**src/rtl/wfg_axis_arbiter.sv**
```systemverilog
// Grants one of NUM_SRC AXI-Stream sources to a shared driver in bursts; round-robin when WFG_AXIS_ARB_RR_EN is defined, fixed priority otherwise.
// One-cycle registered output; upstream ready follows output-register space, with one IDLE bubble between grants.
module wfg_axis_arbiter #(
    parameter int NUM_SRC         = 2,
    parameter int AXIS_DATA_WIDTH = 32,
    parameter int BURSTW          = 8,
    localparam int GW             = $clog2(NUM_SRC)
) (
    input  logic                                 clk,
    input  logic                                 rst_n,
    input  logic                                 cfg_en_i,
    input  logic                                 cfg_mode_i,
    input  logic [NUM_SRC-1:0]                   cfg_mask_i,
    input  logic [BURSTW-1:0]                    cfg_burst_i,
    input  logic [NUM_SRC-1:0]                   s_axis_tvalid_i,
    input  logic [NUM_SRC*AXIS_DATA_WIDTH-1:0]   s_axis_tdata_i,
    output logic [NUM_SRC-1:0]                   s_axis_tready_o,
    output logic                                 m_axis_tvalid_o,
    output logic [AXIS_DATA_WIDTH-1:0]           m_axis_tdata_o,
    input  logic                                 m_axis_tready_i,
    output logic [GW-1:0]                        grant_o,
    output logic                                 busy_o
);

    localparam logic [0:0] ST_IDLE  = 1'b0;
    localparam logic [0:0] ST_GRANT = 1'b1;

    logic [0:0]                 state_q, state_d;
    logic [GW-1:0]              grant_q, grant_d;
    logic [BURSTW-1:0]          cnt_q, cnt_d;
    logic [BURSTW-1:0]          burst_q, burst_d;
    logic                       m_vld_q, m_vld_d;
    logic [AXIS_DATA_WIDTH-1:0] m_dat_q, m_dat_d;

    logic [NUM_SRC-1:0]         req;
    logic [NUM_SRC-1:0]         rdy;
    logic [GW-1:0]              fp_win;
    logic [GW-1:0]              win;
    logic [BURSTW:0]            cnt_inc;
    logic                       out_free;
    logic                       abort;
    logic                       accept;
    logic                       sel_vld;
    logic [AXIS_DATA_WIDTH-1:0] sel_dat;

    assign req      = s_axis_tvalid_i & cfg_mask_i;
    assign out_free = !m_vld_q || m_axis_tready_i;
    assign abort    = !cfg_en_i || !cfg_mask_i[grant_q];
    assign sel_vld  = s_axis_tvalid_i[grant_q];
    assign sel_dat  = s_axis_tdata_i[int'(grant_q)*AXIS_DATA_WIDTH +: AXIS_DATA_WIDTH];
    assign cnt_inc  = {1'b0, cnt_q} + {{BURSTW{1'b0}}, 1'b1};

    always_comb begin
        fp_win = '0;
        for (int i = NUM_SRC - 1; i >= 0; i--) begin
            if (req[i]) fp_win = GW'(i);
        end
    end

`ifdef WFG_AXIS_ARB_RR_EN
    logic [GW-1:0] rr_ptr_q, rr_ptr_d;
    logic [GW-1:0] rr_win;

    // Lowest requester above the pointer; falls back to the lowest overall (wrap).
    always_comb begin
        rr_win = fp_win;
        for (int i = NUM_SRC - 1; i >= 0; i--) begin
            if (req[i] && (i > int'(rr_ptr_q))) rr_win = GW'(i);
        end
    end

    assign win = cfg_mode_i ? rr_win : fp_win;

    always_comb begin
        rr_ptr_d = rr_ptr_q;
        if (state_q == ST_IDLE && cfg_en_i && (|req) && cfg_mode_i) rr_ptr_d = rr_win;
    end

    always_ff @(posedge clk or negedge rst_n) begin
        if (!rst_n) rr_ptr_q <= GW'(NUM_SRC - 1);
        else        rr_ptr_q <= rr_ptr_d;
    end
`else
    logic unused_mode;
    assign unused_mode = cfg_mode_i;
    assign win         = fp_win;
`endif

    always_comb begin
        state_d = state_q;
        grant_d = grant_q;
        cnt_d   = cnt_q;
        burst_d = burst_q;
        rdy     = '0;
        accept  = 1'b0;
        case (state_q)
            ST_IDLE: begin
                if (cfg_en_i && (|req)) begin
                    state_d = ST_GRANT;
                    grant_d = win;
                    cnt_d   = '0;
                    burst_d = (cfg_burst_i == '0) ? {{(BURSTW-1){1'b0}}, 1'b1} : cfg_burst_i;
                end
            end
            default: begin
                // Disable or mask drop closes the grant in the same cycle, ready suppressed.
                if (abort) begin
                    state_d = ST_IDLE;
                end else if (out_free) begin
                    rdy[grant_q] = 1'b1;
                    if (sel_vld) begin
                        accept = 1'b1;
                        cnt_d  = cnt_inc[BURSTW-1:0];
                        if (cnt_inc == {1'b0, burst_q}) state_d = ST_IDLE;
                    end else begin
                        state_d = ST_IDLE;
                    end
                end
            end
        endcase
    end

    always_comb begin
        m_vld_d = m_vld_q;
        m_dat_d = m_dat_q;
        if (accept) begin
            m_vld_d = 1'b1;
            m_dat_d = sel_dat;
        end else if (m_axis_tready_i) begin
            m_vld_d = 1'b0;
        end
    end

    always_ff @(posedge clk or negedge rst_n) begin
        if (!rst_n) begin
            state_q <= ST_IDLE;
            grant_q <= '0;
            cnt_q   <= '0;
            burst_q <= '0;
            m_vld_q <= 1'b0;
            m_dat_q <= '0;
        end else begin
            state_q <= state_d;
            grant_q <= grant_d;
            cnt_q   <= cnt_d;
            burst_q <= burst_d;
            m_vld_q <= m_vld_d;
            m_dat_q <= m_dat_d;
        end
    end

    assign s_axis_tready_o = rdy;
    assign m_axis_tvalid_o = m_vld_q;
    assign m_axis_tdata_o  = m_dat_q;
    assign grant_o         = grant_q;
    assign busy_o          = (state_q == ST_GRANT);

endmodule

```
**config.mk**
```make
export PLATFORM = sky130hd
export DESIGN_NAME = wfg_axis_arbiter
export DESIGN_NICKNAME = d
export VERILOG_FILES = /design/src/rtl/wfg_axis_arbiter.sv
export SDC_FILE = /design/constraint.sdc
export NUM_CORES = 1
export LEC_CHECK = 0
export ABC_CLOCK_PERIOD_IN_PS = 5400
export CORE_ASPECT_RATIO = 1.5
export CORE_MARGIN = 2
export CORE_UTILIZATION = 45
export CTS_CLUSTER_DIAMETER = 200
export DETAILED_ROUTE_END_ITERATION = 10
export PLACE_DENSITY = 0.85
export SKIP_CTS_REPAIR_TIMING = 1
export SLEW_MARGIN = 30
export SYNTH_ARGS = -nofsm -noshare
export SYNTH_HDL_FRONTEND = slang
export SYNTH_SLANG_ARGS = --single-unit
```
**constraint.sdc**
```tcl
create_clock -name clk -period 5.4 [get_ports clk]
set_input_delay 0.54 -clock clk [delete_from_list [all_inputs] [get_ports clk]]
set_output_delay 0.54 -clock clk [all_outputs]
set_load 0.03 [all_outputs]
```
* Word level (Yosys, flattened, before mapping)
Index checks and enable logic that the tools add are counted.
** Storage, ports and cells
- Output and inout port bits :: 37
- Input bits :: 81
- Flip-flop bits (word level) :: 51
** Operators by class
- Reduce and logical (&&, ||, !) cells :: 13
- Muxes and demuxes :: 29
- Equality and inequality tests :: 4
- Order comparisons :: 2
- Bitwise operators :: 2
- Shift-type cells :: 1
- $add $sub $neg :: 1
** Operators by type and width (count)
- 64-bit by 7-bit indexed part select with 32-bit output :: 1
- 8-bit two-way mux :: 6
- 1-bit two-way mux :: 19
- 8-bit by 1-bit adder with 9-bit output, second input constant :: 1
- 9-bit by 8-bit == test with 1-bit output :: 1
- 8-bit logical NOT :: 1
- 2-bit two-way mux :: 3
- 2-bit by 1-bit != test with 1-bit output, second input constant :: 2
- 4-bit AND reduction :: 1
- 2-bit nonzero test :: 2
- 1-bit logical NOT :: 3
- 2-bit bitwise AND :: 1
- 1-bit logical AND :: 2
- 1-bit logical OR :: 2
- 1-bit by 2-bit less-than comparator with 1-bit output, second input constant :: 1
- 2-bit != test, second input constant :: 1
- 2-bit AND reduction :: 1
- 2-bit OR reduction :: 1
- 1-bit demux with 1-bit select :: 1
- 1-bit greater-or-equal comparator, second input constant :: 1
- 1-bit NOT :: 1

* Depth between registers and ports, before layout
Gate-level depths: netlist (run 1).
- Word-level depth :: 7
- Depth in mapped cells :: 7
- Gate-level depth less buffers :: 6

* Worst setup path before layout (run 1)
No wires, ideal clock.
- Path kind :: input-to-output
- From :: input m_axis_tready_i
- To :: output s_axis_tready_o[0]
- Slack :: 3562 ps
- Arrival :: 1298 ps
- Cell stages on the path :: 3
- Cell sequence :: nand2b_1 > nand3_1 > nor2_1
** On the way
- Longest elaborated chain between the ends :: 4
** RTL lines
- start, declared :: line 20 : input logic m_axis_tready_i,
- 1-bit logical OR :: line 47 : assign out_free = !m_vld_q || m_axis_tready_i;
- 2-bit two-way mux :: line 109 : end else if (out_free) begin
- 2-bit two-way mux :: line 107 : if (abort) begin
- 2-bit two-way mux :: line 96 : case (state_q)
- end, declared :: line 17 : output logic [NUM_SRC-1:0] s_axis_tready_o,
Every way passes these cells.

* Worst setup path in the final report (run 1)
Same ends and word-level chain as after synthesis.

==> results of run 1 <==
[metrics by stage]
| stage | util | std cells | power (mW) | hold slack, ns |
|---|---|---|---|---|
| after CTS | 0.705 | 433 | 1.58 | 0.352 |
| after detailed placement | 0.687 | 425 | 1.35 | 0.469 |
| after global placement | 0.686 | 425 | 1.33 | 0.461 |
| after global routing | 0.706 | 433 | 1.65 | 0.389 |
| after floorplan | - | 250 | 0.998 | 0.244 |
| final | 0.706 | 433 | 1.56 | 0.339 |
[state kept, by name, summed over array words and instances (netlist names)]
register and cells:
grant_o 1, burst_q 8, m_axis_tvalid_o 1, m_axis_tdata_o 32
busy_o 1, cnt_q 8
[kinds of logic after synthesis]
group                      share of synthesized area
buffers and inverters                         0.0251
AOI/OAI and AO/OA                              0.141
xor gates and xnor gates                      0.0413
adders and majority gates                    0.00492
and+or+nand+nor                                0.130
DFF                                            0.501
muxes                                          0.157
[layer usage]
metal,track usage,vias up
li1,-,1101
met1,0.228,1070
met2,0.378,87
met3,0.0339,16
met4,0.102,0
met5,0,-
[cell usage in the layout (no fill, tap or decap), types with 2 or more instances in the layout]
| cell | netlist | layout |
|---|---|---|
| clkdlybuf4s50_1 | 0 | 115 |
| dfrtp_1 | 51 | 50 |
| nand2_1 | 44 | 44 |
| o21ai_0 | 39 | 39 |
| mux2i_1 | 32 | 32 |
| nor2_1 | 9 | 9 |
| xnor2_1 | 8 | 8 |
| mux2_2 | 7 | 7 |
| nand3_1 | 6 | 6 |
| clkbuf_8 | 0 | 6 |
| nand2b_1 | 4 | 4 |
| xor2_1 | 4 | 4 |
| o31ai_1 | 4 | 4 |
| and3_1 | 3 | 3 |
| o21ai_1 | 3 | 3 |
| o2111ai_1 | 2 | 2 |
| nor3_1 | 2 | 2 |
| a21oi_1 | 3 | 2 |
| buf_4 | 2 | 2 |
[how the worst max path moves through the flow]
stage | endpoint | slack, ns | depth (start not counted)
floorplan | s_axis_tready_o[0] | 3.56 | 3
global placement | cnt_q[3] | 2.58 | 6
detailed placement | m_axis_tdata_o[11] | 2.62 | 4
CTS | s_axis_tready_o[1] | 2.49 | 3
global route | s_axis_tready_o[0] | 2.63 | 5
finish | s_axis_tready_o[0] | 2.72 | 5
[layout make-up]
class	count	area, um2
clock buffer	6	82.6
clock inverter	2	16.3
fill	446	1600
multi-input combinational	186	1210
sequential	51	1280
tap	70	87.6
timing repair buffer	118	1170
[where the power goes]
| part | leakage, nW | internal [mW] | switching, mW |
|---|---|---|---|
| Sequential | 0.652 | 0.509 | 0.0959 |
| Combinational | 1.00 | 0.338 | 0.390 |
| Clock | 0.0474 | 0.105 | 0.124 |
| Total | 1.70 | 0.952 | 0.609 |
==> results.cfg, run 1 <==
[logic_synthesis]
ys_top_cells_by_count = dfrtp_1 (51), nand2_1 (44), o21ai_0 (39)
synthTopCellsByArea = dfrtp_1 (50%), mux2i_1 (13%), o21ai_0 (7.7%)
syn_area_per_cell_um2 = 10.2
synth_warnings = 0
netlist_instances = 250
postSynth.asyncResetShare = 1.00
yosysMostFrequentCell = dfrtp_1
yosys.area.top_type = dfrtp_1
synth_top_area_frac = 0.501
synth_cell_types = 37
synth-seq-cells = 51
syn-num-nets = 332
synth_area_um2 = 2540
ys.flop_type = dfrtp_1
synth_edf_count = 0
ys_seq_area_frac = 0.501

[timing]
setup_viol = 0
fin_crit_ns = 2.68
max_freq_ghz = 0.373
hold_viol = 0
worst_clock_skew_ns = 0.00694
rsz0062_at_grt = no
tns_ns = 0
post-route-period-util = 0.497
worst_slack_ns = 2.72
worst_pin_slew_ns = 0.686
maxSlewHeadroom = 0.542
drv_slew = 0

[setup_path]
path_class = in -> out
worst_path_largest_cell_delay_ns = 0.68
cp_max_fo = 5
crit_top_cell = clkdlybuf4s50_1
r2r_cells = 4
start_kind = primary input
worstPathRequired_ns = 4.86
crit_path_start = m_axis_tready_i
worstPathCellList = clkdlybuf4s50_1 > nand2b_1 > nand3_1 > nor2_1 > clkdlybuf4s50_1
crit_slowest_cell = clkdlybuf4s50_1
r2r-end = m_axis_tdata_o[6]
r2r_setup_slack_ns = 2.90
critPathTopFamily = buffers and inverters
rr_startpoint = grant_o
cp.arrival_ns = 2.14
end_kind = primary output
cp_num_buf_inv = 2

[global_routing]
grt_pass1_wl_mm = 9.98
gr-total-overflow = 0
grt_use_total = 0.207
antenna_found_initial = 0
grt_pass1_vias = 2183
grt_max_degree = 52

[power]
p_per_area_nw_per_um2 = 406
p_leak_nw = 1.70
peakVddDrop_mv = 0.266

[finish]
drive_gt1_frac = 0.0606
postLayoutCellArea_um2 = 3850
area_growth_pct = 51.1
layout.nets = 444
antenna_cells = 0

[die]
io_pins = 118
rows = 33
core_um2 = 5450
die_y_um = 96.1
die_w_um = 65.4
die_area_um2 = 6290
start_util = 0.467

[routing]
wl_met2_mm = 3.43
num_vias = 2274
drt_iter0_drc = 118
ant_nets = 0
viasPerCell = 5.25
routedWlPerCell_um = 14.6
finalWirelength_mm = 6.32
met3WireLength_um = 347
m1WireLength_mm = 2.32
highest_layer = met4
drc = 0
first_pass_iters = 4

[run]
drv_cap = 0

[clock_tree]
cts.sinks = 51
clkLatencyLatePin_ns = 0.30
cts_buffer_depth = 2
cts_tree = done
cts_inserted_buffers = 5
root_buffer = clkbuf_8
h-tree-depth = 2
clk_pin_slew_worst_paths_ns = 0.09

[placement]
place_hpwl_mm = 4.82
portBuffers = 116
gp_congestion = 0.835
dp_worst_setup_slack_ns = 2.62
dpl_cell_area_um2 = 3740

[run_status]
status = complete, no violations

[worst_hold_path]
hold_class = in -> async
Note: power is estimated with default switching activity, not from simulation.
==> run 2: changes to the inputs <==
--- a/config.mk
+++ b/config.mk
@@ -5,13 +5,13 @@
 export SDC_FILE = /design/constraint.sdc
 export NUM_CORES = 1
 export LEC_CHECK = 0
-export ABC_CLOCK_PERIOD_IN_PS = 5400
+export ABC_CLOCK_PERIOD_IN_PS = 2500
 export CORE_ASPECT_RATIO = 1.5
 export CORE_MARGIN = 2
-export CORE_UTILIZATION = 45
+export CORE_UTILIZATION = 41
 export CTS_CLUSTER_DIAMETER = 200
 export DETAILED_ROUTE_END_ITERATION = 10
-export PLACE_DENSITY = 0.85
+export PLACE_DENSITY = 0.79
 export SKIP_CTS_REPAIR_TIMING = 1
 export SLEW_MARGIN = 30
 export SYNTH_ARGS = -nofsm -noshare
==> constraint.sdc (replaced) <==
create_clock -name clk -period 2.5 [get_ports clk]
set_input_delay 0.25 -clock clk [delete_from_list [all_inputs] [get_ports clk]]
set_output_delay 0.25 -clock clk [all_outputs]
set_load 0.03 [all_outputs]
==> run 2 against run 1 <==
  * Critical path type unchanged
  * Critical endpoint unchanged
  * Global-route usage fell by 2.0 points
  * Via count fell by 1.4%
  * Combinational power rose by 120%
  * Core utilization fell by 7.0 points
  * Clock-buffer cell count did not move
  * Die area rose by 9.2%
==> results.cfg, run 2 (same netlist as run 1, synthesis figures left out) <==
[global_routing]
grt_pass1_vias = 2193
grt_max_degree = 41
grt_pass1_wl_mm = 9.83
grt_use_total = 0.187
gr-total-overflow = 0
antenna_found_initial = 0

[die]
io_pins = 118
core_um2 = 6090
start_util = 0.418
die_w_um = 68.3
die_area_um2 = 6870
die_y_um = 100
rows = 35

[finish]
layout_common_cells = clkdlybuf4s50_1 (115), dfrtp_1 (50), nand2_1 (44)
layout.nets = 449
fin_cells = 440
multi_input_area_um2 = 1200
final_core_util = 0.636
area_growth_pct = 52.1
layout_commonest_cell = clkdlybuf4s50_1
seq_area_um2 = 1280
drive_gt1_frac = 0.0601
largest_register_ffs = 32
antenna_cells = 0
fill_cells = 505

[power]
p_per_area_nw_per_um2 = 856
p_total_mw = 3.31
peakVddDrop_mv = 0.519
p_leak_nw = 1.72

[timing]
worst_slack_ns = 0.470
drv_slew = 0
setup_viol = 0
rsz0062_at_grt = no
maxSlewHeadroom = 0.639
worst_clock_skew_ns = 0.00329
hold_viol = 0
tns_ns = 0
fin_crit_ns = 2.03
max_freq_ghz = 0.493
worst_pin_slew_ns = 0.542
post-route-period-util = 0.812

[clock_tree]
clkLatencyLatePin_ns = 0.29
cts_inserted_buffers = 5
cts_tree = done
root_buffer = clkbuf_8
clk_pin_slew_worst_paths_ns = 0.08
cts_buffer_depth = 2
h-tree-depth = 2
cts.sinks = 51

[setup_path]
worstPathRequired_ns = 2.25
r2r_setup_slack_ns = 0.63
worstPathCellList = clkdlybuf4s50_1 > nand3_1 > nor2_1 > clkdlybuf4s50_1
start_kind = primary input
cp.arrival_ns = 1.78
r2r_cells = 6
crit_top_cell = clkdlybuf4s50_1
worst_path_largest_cell_delay_ns = 0.68
cp_max_fo = 5
rr_startpoint = cnt_q[0]
r2r-end = busy_o
end_kind = primary output
path_class = in -> out
crit_slowest_cell = clkdlybuf4s50_1

[routing]
m1WireLength_mm = 2.38
drc = 0
finalWirelength_mm = 6.17
routedWlPerCell_um = 14.0
highest_layer = met4
ant_nets = 0
num_vias = 2243
viasPerCell = 5.10
drt_iter0_drc = 55
wl_met2_mm = 3.32
first_pass_iters = 3
met3WireLength_um = 303

[worst_hold_path]
hold_class = in -> async

[placement]
dp_worst_setup_slack_ns = 0.443
dp_cells = 433
place_hpwl_mm = 4.83
gp_congestion = 0.887
portBuffers = 116

[run]
drv_cap = 0

[run_status]
status = complete, no violations
## run 2: per-layer routing
metal,track usage,vias to the layer above
li1,-,1113
met1,0.219,1049
met2,0.326,69
met3,0.0358,12
met4,0.0754,0
met5,0,-
## run 2: layout make-up
cell class                 count  area share
clock buffer                   6      0.0187
multi-input combinational    186       0.311
sequential                    51       0.330
timing repair buffer         123       0.316
tap                           74      0.0239
## run 2: how the worst max path moves through the flow
stage,from,to,cells after the start
3_5_place_dp,cfg_mask_i[1],m_axis_tdata_o[23],5
4_1_cts,cfg_en_i,s_axis_tready_o[0],4
2_1_floorplan,grant_o,cnt_q[4],7
5_1_grt,cfg_en_i,s_axis_tready_o[0],4
6_report,cfg_en_i,s_axis_tready_o[0],4
3_3_place_gp,cfg_mask_i[1],m_axis_tdata_o[31],5
## run 2: metrics by stage
| step | hold slack [ns] | instance area, um2 |
|---|---|---|
| finish | 0.444 | 3870 |
| global route | 0.487 | 3870 |
| CTS | -0.0891 | 3860 |
| detailed placement | 0.240 | 3790 |
| global placement | 0.234 | 3790 |
| floorplan | -0.0456 | 2540 |
## run 2: where the power goes
part | internal [mW] | switching (mW)
registers | 1.10 | 0.160
clock network | 0.187 | 0.240
logic | 0.739 | 0.887
total | 2.03 | 1.29
## run 2: critical path: cells and delay by family
kind                   cells  cell delay (ns)
AND/OR/NAND/NOR            2             0.25
buffers and inverters      2             1.28
==> run 3: changes to the inputs <==
--- a/config.mk
+++ b/config.mk
@@ -5,7 +5,7 @@
 export SDC_FILE = /design/constraint.sdc
 export NUM_CORES = 1
 export LEC_CHECK = 0
-export ABC_CLOCK_PERIOD_IN_PS = 2500
+export ABC_CLOCK_PERIOD_IN_PS = 2000
 export CORE_ASPECT_RATIO = 1.5
 export CORE_MARGIN = 2
 export CORE_UTILIZATION = 41
==> constraint.sdc (replaced) <==
create_clock -name clk -period 2 [get_ports clk]
set_input_delay 0.2 -clock clk [delete_from_list [all_inputs] [get_ports clk]]
set_output_delay 0.2 -clock clk [all_outputs]
set_load 0.03 [all_outputs]
==> run 3 against run 2 <==
  * Total power rose by 26%
  * Final cell count rose by 1.1%
  * Die area did not move
  * Highest routed layer unchanged
  * Setup slack got worse by 0.34 ns
  * Worst hold slack got worse by 0.018 ns
  * Core utilization rose by 0.68 points
  * Critical path depth rose by 2
  * Clock skew rose by 0.0026 ns
  * Combinational power rose by 25%
  * Largest power group unchanged
  * Critical endpoint is now busy_o
==> results.cfg, run 3 (same netlist as run 1, synthesis figures left out) <==
[run_status]
status = complete, no violations

[routing]
drt_iter0_drc = 87
first_pass_iters = 4
ant_nets = 0
drc = 0
routedWlPerCell_um = 13.7
viasPerCell = 5.01
num_vias = 2229
finalWirelength_mm = 6.10

[setup_path]
end_kind = register
path_class = reg -> reg
r2r_setup_slack_ns = 0.13
r2r_cells = 6
rr_startpoint = cnt_q[0]
cp.arrival_ns = 2.05
worstPathRequired_ns = 2.18
r2r-end = busy_o
cp_max_fo = 6
start_kind = register

[placement]
place_hpwl_mm = 4.86
dp_worst_setup_slack_ns = 0.139
gp_congestion = 0.859
portBuffers = 116

[global_routing]
grt_use_total = 0.186
grt_pass1_wl_mm = 9.78
grt_max_degree = 49
antenna_found_initial = 0
gr-total-overflow = 0
grt_pass1_vias = 2166

[power]
p_int_mw = 2.55
p_per_area_nw_per_um2 = 1070
clockPowerShare = 0.134
pwr-share-comb = 0.490
switching_share = 0.388
p_sw_mw = 1.62
seqPwrFrac = 0.376
peakVddDrop_mv = 0.774
p_leak_nw = 1.75

[clock_tree]
clk_pin_slew_worst_paths_ns = 0.08
cts.sinks = 51
root_buffer = clkbuf_8
cts_buffer_depth = 2
h-tree-depth = 2
cts_inserted_buffers = 5
clkLatencyLatePin_ns = 0.30
cts_tree = done

[finish]
final_core_util = 0.643
drive_gt1_frac = 0.0728
layout_commonest_cell = clkdlybuf4s50_1
largest_register_ffs = 32
layout_common_cells = clkdlybuf4s50_1 (114), dfrtp_1 (50), nand2_1 (44)
antenna_cells = 0
fill_cells = 505
area_growth_pct = 53.7
layout.nets = 452

[timing]
post-route-period-util = 0.933
worst_pin_slew_ns = 0.551
hold_viol = 0
rsz0062_at_grt = no
fin_crit_ns = 1.87
max_freq_ghz = 0.536
setup_viol = 0
worst_slack_ns = 0.134
maxSlewHeadroom = 0.633
worst_clock_skew_ns = 0.00589
tns_ns = 0
drv_slew = 0

[worst_hold_path]
hold_class = in -> async

[die]
io_pins = 118
rows = 35
start_util = 0.418
die_area_um2 = 6870
die_y_um = 100
core_um2 = 6090
die_w_um = 68.3

[run]
drv_cap = 0
-- run 3: changes by cell type in the layout (fill, tap and decap cells not counted) --
cell	delta
buf_12	+1
clkinv_2	+1
buf_4	+3
clkbuf_1	+1
clkdlybuf4s50_1	-1
-- run 3: metal layers --
| layer | share of wire | wire [um] | GRT usage | vias to the layer above |
|---|---|---|---|---|
| li1 | - | - | - | 1120 |
| met3 | 0.053 | 325 | 0.0335 | 2 |
| met2 | 0.55 | 3350 | 0.329 | 69 |
| met4 | 0.0075 | 46 | 0.0462 | 0 |
| met5 | 0 | 0 | 0 | - |
| met1 | 0.39 | 2380 | 0.229 | 1038 |
-- run 3: cell type report --
type | count | area [um2] | share of cell area
Clock buffer | 7 | 76.3 | 0.0195
Clock inverter | 1 | 5.00 | 0.00128
Multi-Input combinational cell | 186 | 1200 | 0.308
Sequential cell | 51 | 1280 | 0.327
Tap cell | 74 | 92.6 | 0.0237
Timing Repair Buffer | 126 | 1260 | 0.321
-- run 3: how the worst max path moves through the flow --
stage	start	endpoint	slack, ns	depth (start not counted)
after floorplan	grant_o	cnt_q[4]	0.27	7
after global placement	m_axis_tready_i	s_axis_tready_o[0]	0.14	5
after detailed placement	m_axis_tready_i	s_axis_tready_o[0]	0.14	5
after CTS	m_axis_tvalid_o	s_axis_tready_o[0]	0.12	4
after global routing	cnt_q[0]	busy_o	0.02	6
final	cnt_q[0]	busy_o	0.13	6
-- run 3: power groups by stage --
stage	logic (mW)	clock network, mW	registers, mW
2_1_floorplan	0.504	0	2.19
3_3_place_gp	2.03	0	1.58
3_5_place_dp	2.06	0	1.59
4_1_cts	2.07	0.577	1.57
5_1_grt	2.20	0.629	1.62
6_report	2.04	0.559	1.57
-- run 3: metrics by stage --
step	area (um2)	hold slack (ns)	power [mW]	instances
floorplan	2540	-0.0956	2.70	250
global placement	3820	0.214	3.61	436
detailed placement	3820	0.217	3.65	436
CTS	3900	-0.104	4.22	444
global route	3910	0.475	4.44	445
finish	3910	0.426	4.17	445
-- run 3: worst max-delay path, stage by stage (launching register included) --
cell	delay, ns
dfrtp_1	0.46
ha_1	0.31
and3_1	0.24
nand3_1	0.17
xor2_1	0.17
o2111ai_1	0.11
o31a_1	0.30
